`src/rtl/cordic_arbiter_pkg.sv`:
```
// Shared constants, FSM encoding and angle folding for the CORDIC request arbiter.
// Angles are signed Q16.4 degrees; results are signed Q4.16.
package cordic_arbiter_pkg;

    localparam int ANG_W = 20;
    localparam int RES_W = 20;

    localparam logic signed [ANG_W-1:0] ANG_90  = 20'sd1440;
    localparam logic signed [ANG_W-1:0] ANG_180 = 20'sd2880;

    typedef enum logic [1:0] {
        ST_IDLE = 2'd0,
        ST_WAIT = 2'd1,
        ST_CAPT = 2'd2,
        ST_RESP = 2'd3
    } state_t;

    typedef struct packed {
        logic                    err;
        logic                    neg;
        logic signed [ANG_W-1:0] angle;
    } fold_t;

    // Map a request angle onto the core's +/-90 degree range. A 180 degree shift
    // negates both sin and cos, so the caller only has to remember the neg flag.
    function automatic fold_t fold_angle(input logic signed [ANG_W-1:0] a);
        fold_t f;
        f.err   = (a > ANG_180) || (a < -ANG_180);
        f.neg   = 1'b0;
        f.angle = a;
        if (a > ANG_90) begin
            f.angle = a - ANG_180;
            f.neg   = 1'b1;
        end else if (a < -ANG_90) begin
            f.angle = a + ANG_180;
            f.neg   = 1'b1;
        end
        return f;
    endfunction

endpackage

```
`src/rtl/cordic_arbiter_rr.sv`:
```
// Round-robin pick: the first asserted request strictly after last_grant, wrapping
// modulo N_REQ, so the previous winner has the lowest priority.
module rr_arbiter #(
    parameter  int N_REQ = 4,
    localparam int IW    = $clog2(N_REQ)
) (
    input  logic [N_REQ-1:0] req,
    input  logic [IW-1:0]    last_grant,
    output logic [N_REQ-1:0] grant,
    output logic [IW-1:0]    idx,
    output logic             any
);

    int            k;
    logic [IW-1:0] ki;

    always_comb begin
        grant = '0;
        idx   = '0;
        any   = 1'b0;
        k     = 0;
        ki    = '0;
        for (int off = 1; off <= N_REQ; off++) begin
            k  = (int'(last_grant) + off) % N_REQ;
            ki = IW'(k);
            if (!any && req[ki]) begin
                any       = 1'b1;
                grant[ki] = 1'b1;
                idx       = ki;
            end
        end
    end

endmodule

```
`src/rtl/cordic_arbiter.sv`:
```
// Shares one fixed-latency sin/cos core among N_REQ requesters, one transaction at a time.
// Handshakes: a side transfers on a rising edge where its valid and ready are both high.
module cordic_arbiter
    import cordic_arbiter_pkg::*;
#(
    parameter  int N_REQ    = 4,
    parameter  int CORE_LAT = 2,
    localparam int IW       = $clog2(N_REQ)
) (
    input  logic                   clk,
    input  logic                   rst,
    input  logic [N_REQ-1:0]       req_valid,
    input  logic [ANG_W*N_REQ-1:0] req_angle,
    output logic [N_REQ-1:0]       req_ready,
    output logic [ANG_W-1:0]       core_angle,
    input  logic [RES_W-1:0]       core_x,
    input  logic [RES_W-1:0]       core_y,
    output logic                   rsp_valid,
    input  logic                   rsp_ready,
    output logic [IW-1:0]          rsp_id,
    output logic [RES_W-1:0]       rsp_cos,
    output logic [RES_W-1:0]       rsp_sin,
    output logic                   rsp_err,
    output state_t                 dbg_state
);

    localparam int CW = (CORE_LAT > 1) ? $clog2(CORE_LAT) : 1;

    state_t                  state;
    logic [IW-1:0]           last_grant;
    logic [CW-1:0]           wait_cnt;
    logic                    neg;
    logic [N_REQ-1:0]        grant;
    logic [IW-1:0]           grant_idx;
    logic                    grant_any;
    logic signed [ANG_W-1:0] sel_angle;
    fold_t                   fold;

    rr_arbiter #(.N_REQ(N_REQ)) u_rr (
        .req        (req_valid),
        .last_grant (last_grant),
        .grant      (grant),
        .idx        (grant_idx),
        .any        (grant_any)
    );

    always_comb begin
        sel_angle = '0;
        for (int i = 0; i < N_REQ; i++) begin
            if (IW'(i) == grant_idx) sel_angle = req_angle[i*ANG_W +: ANG_W];
        end
    end

    assign fold = fold_angle(sel_angle);

    // The grant is only offered while idle; leaving IDLE on the accept edge makes it a one-cycle pulse.
    assign req_ready = (state == ST_IDLE) ? grant : '0;
    assign dbg_state = state;

    always_ff @(posedge clk) begin
        if (!rst) begin
            state      <= ST_IDLE;
            last_grant <= IW'(N_REQ - 1);
            wait_cnt   <= '0;
            neg        <= 1'b0;
            core_angle <= '0;
            rsp_valid  <= 1'b0;
            rsp_err    <= 1'b0;
            rsp_id     <= '0;
            rsp_cos    <= '0;
            rsp_sin    <= '0;
        end else begin
            case (state)
                ST_IDLE: begin
                    if (grant_any) begin
                        last_grant <= grant_idx;
                        rsp_id     <= grant_idx;
                        if (fold.err) begin
                            // Out-of-range angles never touch the core; core_angle keeps its old value.
                            state     <= ST_RESP;
                            rsp_valid <= 1'b1;
                            rsp_err   <= 1'b1;
                            rsp_cos   <= '0;
                            rsp_sin   <= '0;
                        end else begin
                            state      <= ST_WAIT;
                            core_angle <= fold.angle;
                            neg        <= fold.neg;
                            wait_cnt   <= '0;
                            rsp_err    <= 1'b0;
                        end
                    end
                end
                ST_WAIT: begin
                    if (wait_cnt == CW'(CORE_LAT - 1)) begin
                        state    <= ST_CAPT;
                        wait_cnt <= '0;
                    end else begin
                        wait_cnt <= wait_cnt + CW'(1);
                    end
                end
                ST_CAPT: begin
                    rsp_cos   <= neg ? -core_x : core_x;
                    rsp_sin   <= neg ? -core_y : core_y;
                    rsp_valid <= 1'b1;
                    state     <= ST_RESP;
                end
                ST_RESP: begin
                    if (rsp_ready) begin
                        rsp_valid <= 1'b0;
                        state     <= ST_IDLE;
                    end
                end
                default: state <= ST_IDLE;
            endcase
        end
    end

endmodule

```
`config.mk`:
```
export PLATFORM = sky130hd
export DESIGN_NAME = cordic_arbiter
export DESIGN_NICKNAME = d
export VERILOG_FILES = /design/src/rtl/cordic_arbiter_pkg.sv /design/src/rtl/cordic_arbiter_rr.sv /design/src/rtl/cordic_arbiter.sv
export SDC_FILE = /design/constraint.sdc
export NUM_CORES = 1
export LEC_CHECK = 0
export CAP_MARGIN = 40
export CORE_MARGIN = 8
export CORE_UTILIZATION = 46
export DETAILED_ROUTE_END_ITERATION = 7
export GPL_ROUTABILITY_DRIVEN = 0
export PLACE_DENSITY = 0.82
export SLEW_MARGIN = 20
export SYNTH_ARGS = -nofsm -noshare
export SYNTH_HDL_FRONTEND = slang
export SYNTH_SLANG_ARGS = --single-unit
```
`constraint.sdc`:
```
create_clock -name clk -period 7.7 [get_ports clk]
set_input_delay 1.54 -clock clk [delete_from_list [all_inputs] [get_ports clk]]
set_output_delay 1.54 -clock clk [all_outputs]
set_load 0.005 [all_outputs]
```
# Yosys cells after proc, flatten, opt, wreduce, memory -nomap -nowiden
# Index checks and enable logic that the tools add are counted.
# W data, S select, Z words.
[word_totals]
register_bits = 70
in_bits = 127
out_inout_bits = 70
word_cells = 123
[op_classes]
add_sub_neg = 9
order_cmp = 12
n_eq_ne = 11
n_mux = 55
bitwise_logic = 4
reduce_logical = 22
[op_table]
columns = ["operator", "n"]
rows = [
  ["$mux W20", 8],
  ["$pmux W20 S2", 2],
  ["$mux W21", 2],
  ["$neg A20 Y20", 2],
  ["$add A20 B13 Y20 const B", 1],
  ["$gt A20 B12 Y1 const B", 1],
  ["$gt A20 B13 Y1 const B", 1],
  ["$lt A20 B12 Y1 const B", 1],
  ["$lt A20 B13 Y1 const B", 1],
  ["$mux W4", 5],
  ["$sub A20 B13 Y20 const B", 1],
  ["$mux W1", 19],
  ["$mux W2", 8],
  ["$lt A2 B3 Y1 const B", 4],
  ["$or A4 B4 Y4", 3],
  ["$reduce_and A3 Y1", 4],
  ["$ne A2 B2 Y1 const B", 5],
  ["$bmux W1 S2", 4],
  ["$demux W1 S2", 4],
  ["$ge A2 B1 Y1 const B", 4],
  ["$pmux W2 S4", 1],
  ["$logic_and A1 B1 Y1", 7],
  ["$add A2 B1 Y2 const B", 2],
  ["$add A2 B2 Y2 const B", 2],
  ["15 further kinds", 21],
]

# Longest topological paths before layout
[logic_depth]
ltp_word = 23
depth_mapped = 21
ltp_nobuf = 17

# Hierarchy
# From an unflattened synthesis, not the netlist that was laid out.
[hier_totals]
hier_cells = 619
area_unflattened_um2 = 5281.3
[modules_own_cells]
columns = ["module", "n_inst", "cells_per_inst", "area_each_um2", "seq_area_each_um2"]
rows = [
  ["cordic_arbiter", 1, 533, 4652.0, 1401.3],
  ["rr_arbiter", 1, 86, 629.4, 0.0],
]

# Least setup slack after synthesis
# No wires, ideal clock.
[synth_path]
path_kind = "input port to flip-flop"
start = "input req_valid[3]"
end = "register core_angle[11]"
setup_ns = 0.062
t_arrival_ns = 5.789
t_required_ns = 7.638
slack_ns = 1.848
cell_stages = 17
n_path_buf = 4
path_cell_list = "clkbuf_1 -> mux4_1 -> nand2b_4 -> o311ai_1 -> o21a_1 -> buf_2 -> buf_2 -> buf_2 -> mux2_2 -> inv_1 -> ha_1 -> inv_1 -> a2111o_1 -> a311oi_4 -> o21ai_4 -> or4_4 -> nand3_1"
[synth_between]
elab_chain_cells = 21
elab_cells_between_ends = 41
classes_between = "add/sub (2); order compare (4); eq/ne (3); mux (22); bitwise (1); reduce/logical (9)"
[synth_rtl]
columns = ["element", "line_no", "text"]
rows = [
  ["start, declared", "cordic_arbiter.sv:12", "input logic [N_REQ-1:0] req_valid,"],
  ["$bmux W1 S2", "cordic_arbiter_rr.sv:26", "if (!any && req[ki]) begin"],
  ["$mux W1 (not written as such)", "cordic_arbiter_rr.sv:26", ""],
  ["$mux W1", "cordic_arbiter_rr.sv:26", ""],
  ["$logic_not A1 Y1", "cordic_arbiter_rr.sv:26", ""],
  ["$logic_and A1 B1 Y1", "cordic_arbiter_rr.sv:26", ""],
  ["$mux W1", "cordic_arbiter_rr.sv:26", ""],
  ["$logic_not A1 Y1", "cordic_arbiter_rr.sv:26", ""],
  ["$logic_and A1 B1 Y1", "cordic_arbiter_rr.sv:26", ""],
  ["[2 not listed]", "--", ""],
  ["$logic_and A1 B1 Y1", "cordic_arbiter_rr.sv:26", ""],
  ["$mux W2", "cordic_arbiter_rr.sv:26", ""],
  ["$logic_not A2 Y1", "cordic_arbiter.sv:50", "if (IW'(i) == grant_idx) sel_angle = req_angle[i*ANG_W +: ANG_W];"],
  ["$mux W20 (4 in series)", "cordic_arbiter.sv:50", ""],
  ["$gt A20 B13 Y1 / $lt A20 B13 Y1 (equally long branches)", "cordic_arbiter_pkg.sv:28", "f.err = (a > ANG_180) || (a < -ANG_180);"],
  ["$logic_or A1 B1 Y1", "cordic_arbiter_pkg.sv:28", ""],
  ["$not A1 Y1 (no source line)", "--", ""],
  ["$reduce_and A3 Y1 (no source line)", "--", ""],
  ["end signal, assigned", "cordic_arbiter.sv:87", "core_angle <= fold.angle;"],
  ["end, declared", "cordic_arbiter.sv:15", "output logic [ANG_W-1:0] core_angle,"],
]
# Several ways; a longest one is shown, not always the timed one. The select of a mux whose other input is x is not followed.
# A chain may end at the register's enable or synchronous reset.

# Worst setup path in the final report
[layout_path]
start = "input req_valid[0]"
end = "register rsp_sin[6]"
[layout_between]
elab_chain_cells = 21
elab_cells_between_ends = 36
classes_between = "order compare (2); eq/ne (5); mux (20); reduce/logical (9)"
[layout_rtl]
columns = ["element", "line_no", "text"]
rows = [
  ["$bmux W1 S2", "cordic_arbiter_rr.sv:26", ""],
  ["$mux W1 (not written as such)", "cordic_arbiter_rr.sv:26", ""],
  ["$mux W1", "cordic_arbiter_rr.sv:26", ""],
  ["$logic_not A1 Y1", "cordic_arbiter_rr.sv:26", ""],
  ["$logic_and A1 B1 Y1", "cordic_arbiter_rr.sv:26", ""],
  ["$mux W1", "cordic_arbiter_rr.sv:26", ""],
  ["$logic_not A1 Y1", "cordic_arbiter_rr.sv:26", ""],
  ["$logic_and A1 B1 Y1", "cordic_arbiter_rr.sv:26", ""],
  ["[2 not listed]", "--", ""],
  ["$logic_and A1 B1 Y1", "cordic_arbiter_rr.sv:26", ""],
  ["$mux W2", "cordic_arbiter_rr.sv:26", ""],
  ["$logic_not A2 Y1", "cordic_arbiter.sv:50", ""],
  ["$mux W20 (4 in series)", "cordic_arbiter.sv:50", ""],
  ["$gt A20 B13 Y1 / $lt A20 B13 Y1 (equally long branches)", "cordic_arbiter_pkg.sv:28", ""],
  ["$logic_or A1 B1 Y1", "cordic_arbiter_pkg.sv:28", ""],
  ["$ne A2 B2 Y1 (no source line)", "--", ""],
  ["$reduce_and A3 Y1 (no source line) *", "--", ""],
  ["end signal, assigned", "cordic_arbiter.sv:104", "rsp_sin <= neg ? -core_y : core_y;"],
  ["end, declared", "cordic_arbiter.sv:22", "output logic [RES_W-1:0] rsp_sin,"],
]
# Every way passes the cells marked *; elsewhere a longest branch is shown, timed or not. The select of a mux whose other input is x is not followed.

==> impl_metrics.py <==
metrics = {
    "status": {
        "status": "complete, no violations",
    },
    "clock_tree": {
        "htree_num_levels": 3,
        "clkTransAtPathRegs_ns": 0.06,
        "cts-root-buf": "clkbuf_16",
        "cts_tree": "built",
        "ctsHoldBuffers": 0,
        "cts_max_path_buffers": 2,
        "cts.sinks": 70,
        "numCtsBuffers": 9,
        "cts_resized": 0,
        "insertion_delay_ns": 0.33,
        "cts_setup_buffers": 0,
    },
    "detailed_routing": {
        "dr.pass1.iters": 8,
        "wl_per_cell_um": 20.2,
        "drc": 0,
        "ant_nets": 0,
        "wirelength_mm": 20.5,
        "vias": 6303,
        "vias_per_cell": 6.20,
        "drt_iter0_markers": 748,
    },
    "critical_path": {
        "cp_top_family": "compound AO/OA/AOI/OAI gates",
        "timing.rr.start": "last_grant[0]$_SDFFE_PN1P_",
        "path_max_fanout": 46,
        "max_stage_delay_ns": 0.73,
        "end_kind": "register",
        "path_buf_inv": 4,
        "setup.worst_path.start": "req_valid[0]",
        "crit_top_cell": "inv_1",
        "crit_type": "in -> reg",
        "path_cells": "clkdlybuf4s50_1 > and3b_1 > o21ai_1 > a32o_1 > nand2_4 > mux2i_1 > mux2_2 > inv_1 > ha_1 > inv_1 > a2111o_1 > a311oi_4 > o32ai_4 > buf_4 > nor2_2 > o2bb2ai_1",
        "start_kind": "primary input",
        "arrival_ns": 6.87,
        "crit_required_ns": 7.93,
        "cp_slowest_cell": "a32o_1",
    },
    "synth": {
        "yosys-top-cells-area": "dfxtp_1, nand3_1, mux2i_1",
        "netlist.top_cell.by_area": "dfxtp_1",
        "synth_cell_types": 84,
        "syn_area_um2": 5500,
        "yosys-top-cells-count": "dfxtp_1, nand3_1, nand2_1, a21oi_1, inv_1",
        "yosys.area.top_type_share_pct": 25.5,
        "yosysMostFrequentCell": "dfxtp_1",
        "seq_area_frac_synth_pct": 25.5,
        "synth-seq-cells": 70,
        "synth_area_per_cell_um2": 8.00,
        "yosysWarnings": 0,
        "syn_inst": 687,
        "synth_edf_count": 0,
        "syn_nets": 830,
        "synth_ff_type": "dfxtp_1",
        "ys_async_sr_fraction_pct": 0,
    },
    "timing": {
        "holdWs_ns": 0.460,
        "drv_slew": 0,
        "slew-limit-headroom_pct": 44.4,
        "hold_violations": 0,
        "worst_pin_slew_ns": 0.835,
        "max_freq_mhz": 151,
        "setup_violations": 0,
        "skew_ns": 0.00931,
        "fin_crit_sh_pct": 86.1,
        "min_period_ns": 6.63,
        "setup_tns_ns": 0,
        "rsz0062_at_grt": "no",
    },
    "hold_path": {
        "min_path_type": "reg -> reg",
        "hp-start": "core_angle[3]$_SDFFE_PN0P_",
    },
    "place": {
        "port_buffers": 196,
        "dp_hpwl_mm": 15.5,
    },
    "global_routing": {
        "grt_usage_pct": 24.9,
        "grt_pass1_vias": 6207,
        "grt_max_degree": 47,
        "grt_pass1_wl_mm": 32.6,
        "antenna_found_initial": 0,
        "grt_overflow": 0,
    },
    "final_layout": {
        "diodes": 0,
        "drive_gt1_share_pct": 6.44,
        "num-nets-final": 1007,
        "final_util_pct": 65.8,
        "area_growth_pct": 42.0,
    },
    "flow_run": {
        "cap_violations": 0,
    },
    "die": {
        "pin_count": 197,
        "dieWidth_um": 125,
        "start_util_pct": 46.4,
        "row_count": 40,
        "core_area_um2": 11900,
        "die-area_um2": 15700,
        "fp.dieH_um": 125,
    },
    "power": {
        "pwr_density_cell_nw_per_um2": 381,
        "peakVddDrop_mv": 0.223,
        "p_leak_nw": 2.82,
    },
}
==> tightest hold or removal path: cells and delay by family, from the launching register on <==
kind             cells  cell delay, ns
AND/OR/NAND/NOR      1            0.05
AO/OA/AOI/OAI        1            0.05
flip-flops           1            0.31
==> registers in the layout, summed over array words and instances (netlist names) <==
register / flops
rsp_err: 1
last_grant: 2
core_angle: 20
neg: 1
wait_cnt: 1
rsp_cos: 20
dbg_state: 2
rsp_id: 2
rsp_valid: 1
rsp_sin: 20
==> placed cells by master, fill, tap and decap left out, types with 5 or more instances in the layout <==
cell type        synthesis  final
clkbuf_16                0      9
and3_1                   9      9
a2111o_1                 6      6
a21oi_1                 50     50
xor2_1                  15     15
a22oi_1                  8      8
or2_1                   11     11
mux2i_1                 33     33
nand2_1                 60     60
or2_2                    8      8
o2bb2ai_1               15     15
inv_1                   40     40
o211ai_1                 6      6
dfxtp_1                 70     70
buf_4                    1      7
or4_1                    8      8
xnor2_1                 22     22
o21ai_0                 23     23
ha_1                    16     16
nor2_1                  29     29
nand3_1                 69     69
nor3_1                   7      7
a222oi_1                 5      5
clkdlybuf4s50_1          0    196
nor4_1                   8      8
o31ai_1                 12     12
nand2b_1                 6      6
==> per-layer routing <==
metal  GRT usage (%)  vias to the layer above  wire length (um)
met5               0                        -                 0
met4            9.46                        0               712
met3            6.25                       65              1870
met2            42.0                      371              9650
met1            29.9                     2956              8250
li1                -                     2911                 -
==> cells by family (layout without fill, tap and decap cells) <==
group | after synthesis | in the layout | share of synthesized area (%)
simple gates | 255 | 255 | 24.7
compound gates | 191 | 191 | 26.0
flops | 70 | 70 | 25.5
mux | 39 | 39 | 7.78
buf+inv | 79 | 261 | 6.48
fa+ha+maj | 16 | 16 | 3.64
xor+xnor | 37 | 37 | 5.89
==> power by group <==
part | internal [mW] | total [mW] | leakage (nW) | switching [mW]
clock network | 0.261 | 0.429 | 0.149 | 0.168
logic | 0.799 | 2.06 | 2.10 | 1.26
registers | 0.431 | 0.491 | 0.569 | 0.0604
total | 1.49 | 2.98 | 2.82 | 1.49
==> through the flow <==
stage | cells | power (mW) | instance area [um^2] | worst slack [ns]
after CTS | 1014 | 2.91 | 7800 | 1.14
after detailed placement | 998 | 2.46 | 7490 | 0.842
after global placement | 998 | 2.40 | 7490 | 1.06
after floorplan | 687 | 1.94 | 5500 | 1.85
after global routing | 1016 | 3.16 | 7810 | 0.755
final | 1016 | 2.98 | 7810 | 1.07
==> area by class of cell <==
type / instances / area (um^2)
well taps: 147 / 184
clock inverters: 6 / 68.8
multi-input cells: 538 / 3740
flip-flops and latches: 70 / 1400
inverters: 41 / 154
fillers: 998 / 4050
clock buffers: 10 / 239
repair buffers: 204 / 2020
==> path summary, 6_finish.rpt <==
kind                            cells after the start  slack (ns)                         end
worst min register to register                      2        0.46  core_angle[3]$_SDFFE_PN0P_
worst min-delay path                                2        0.46  core_angle[3]$_SDFFE_PN0P_
worst max-delay path                               16        1.07     rsp_sin[6]$_SDFFE_PN0P_
worst max register to register                     17        1.77     rsp_sin[6]$_SDFFE_PN0P_
No activity file was read; power rests on OpenSTA's default activity.
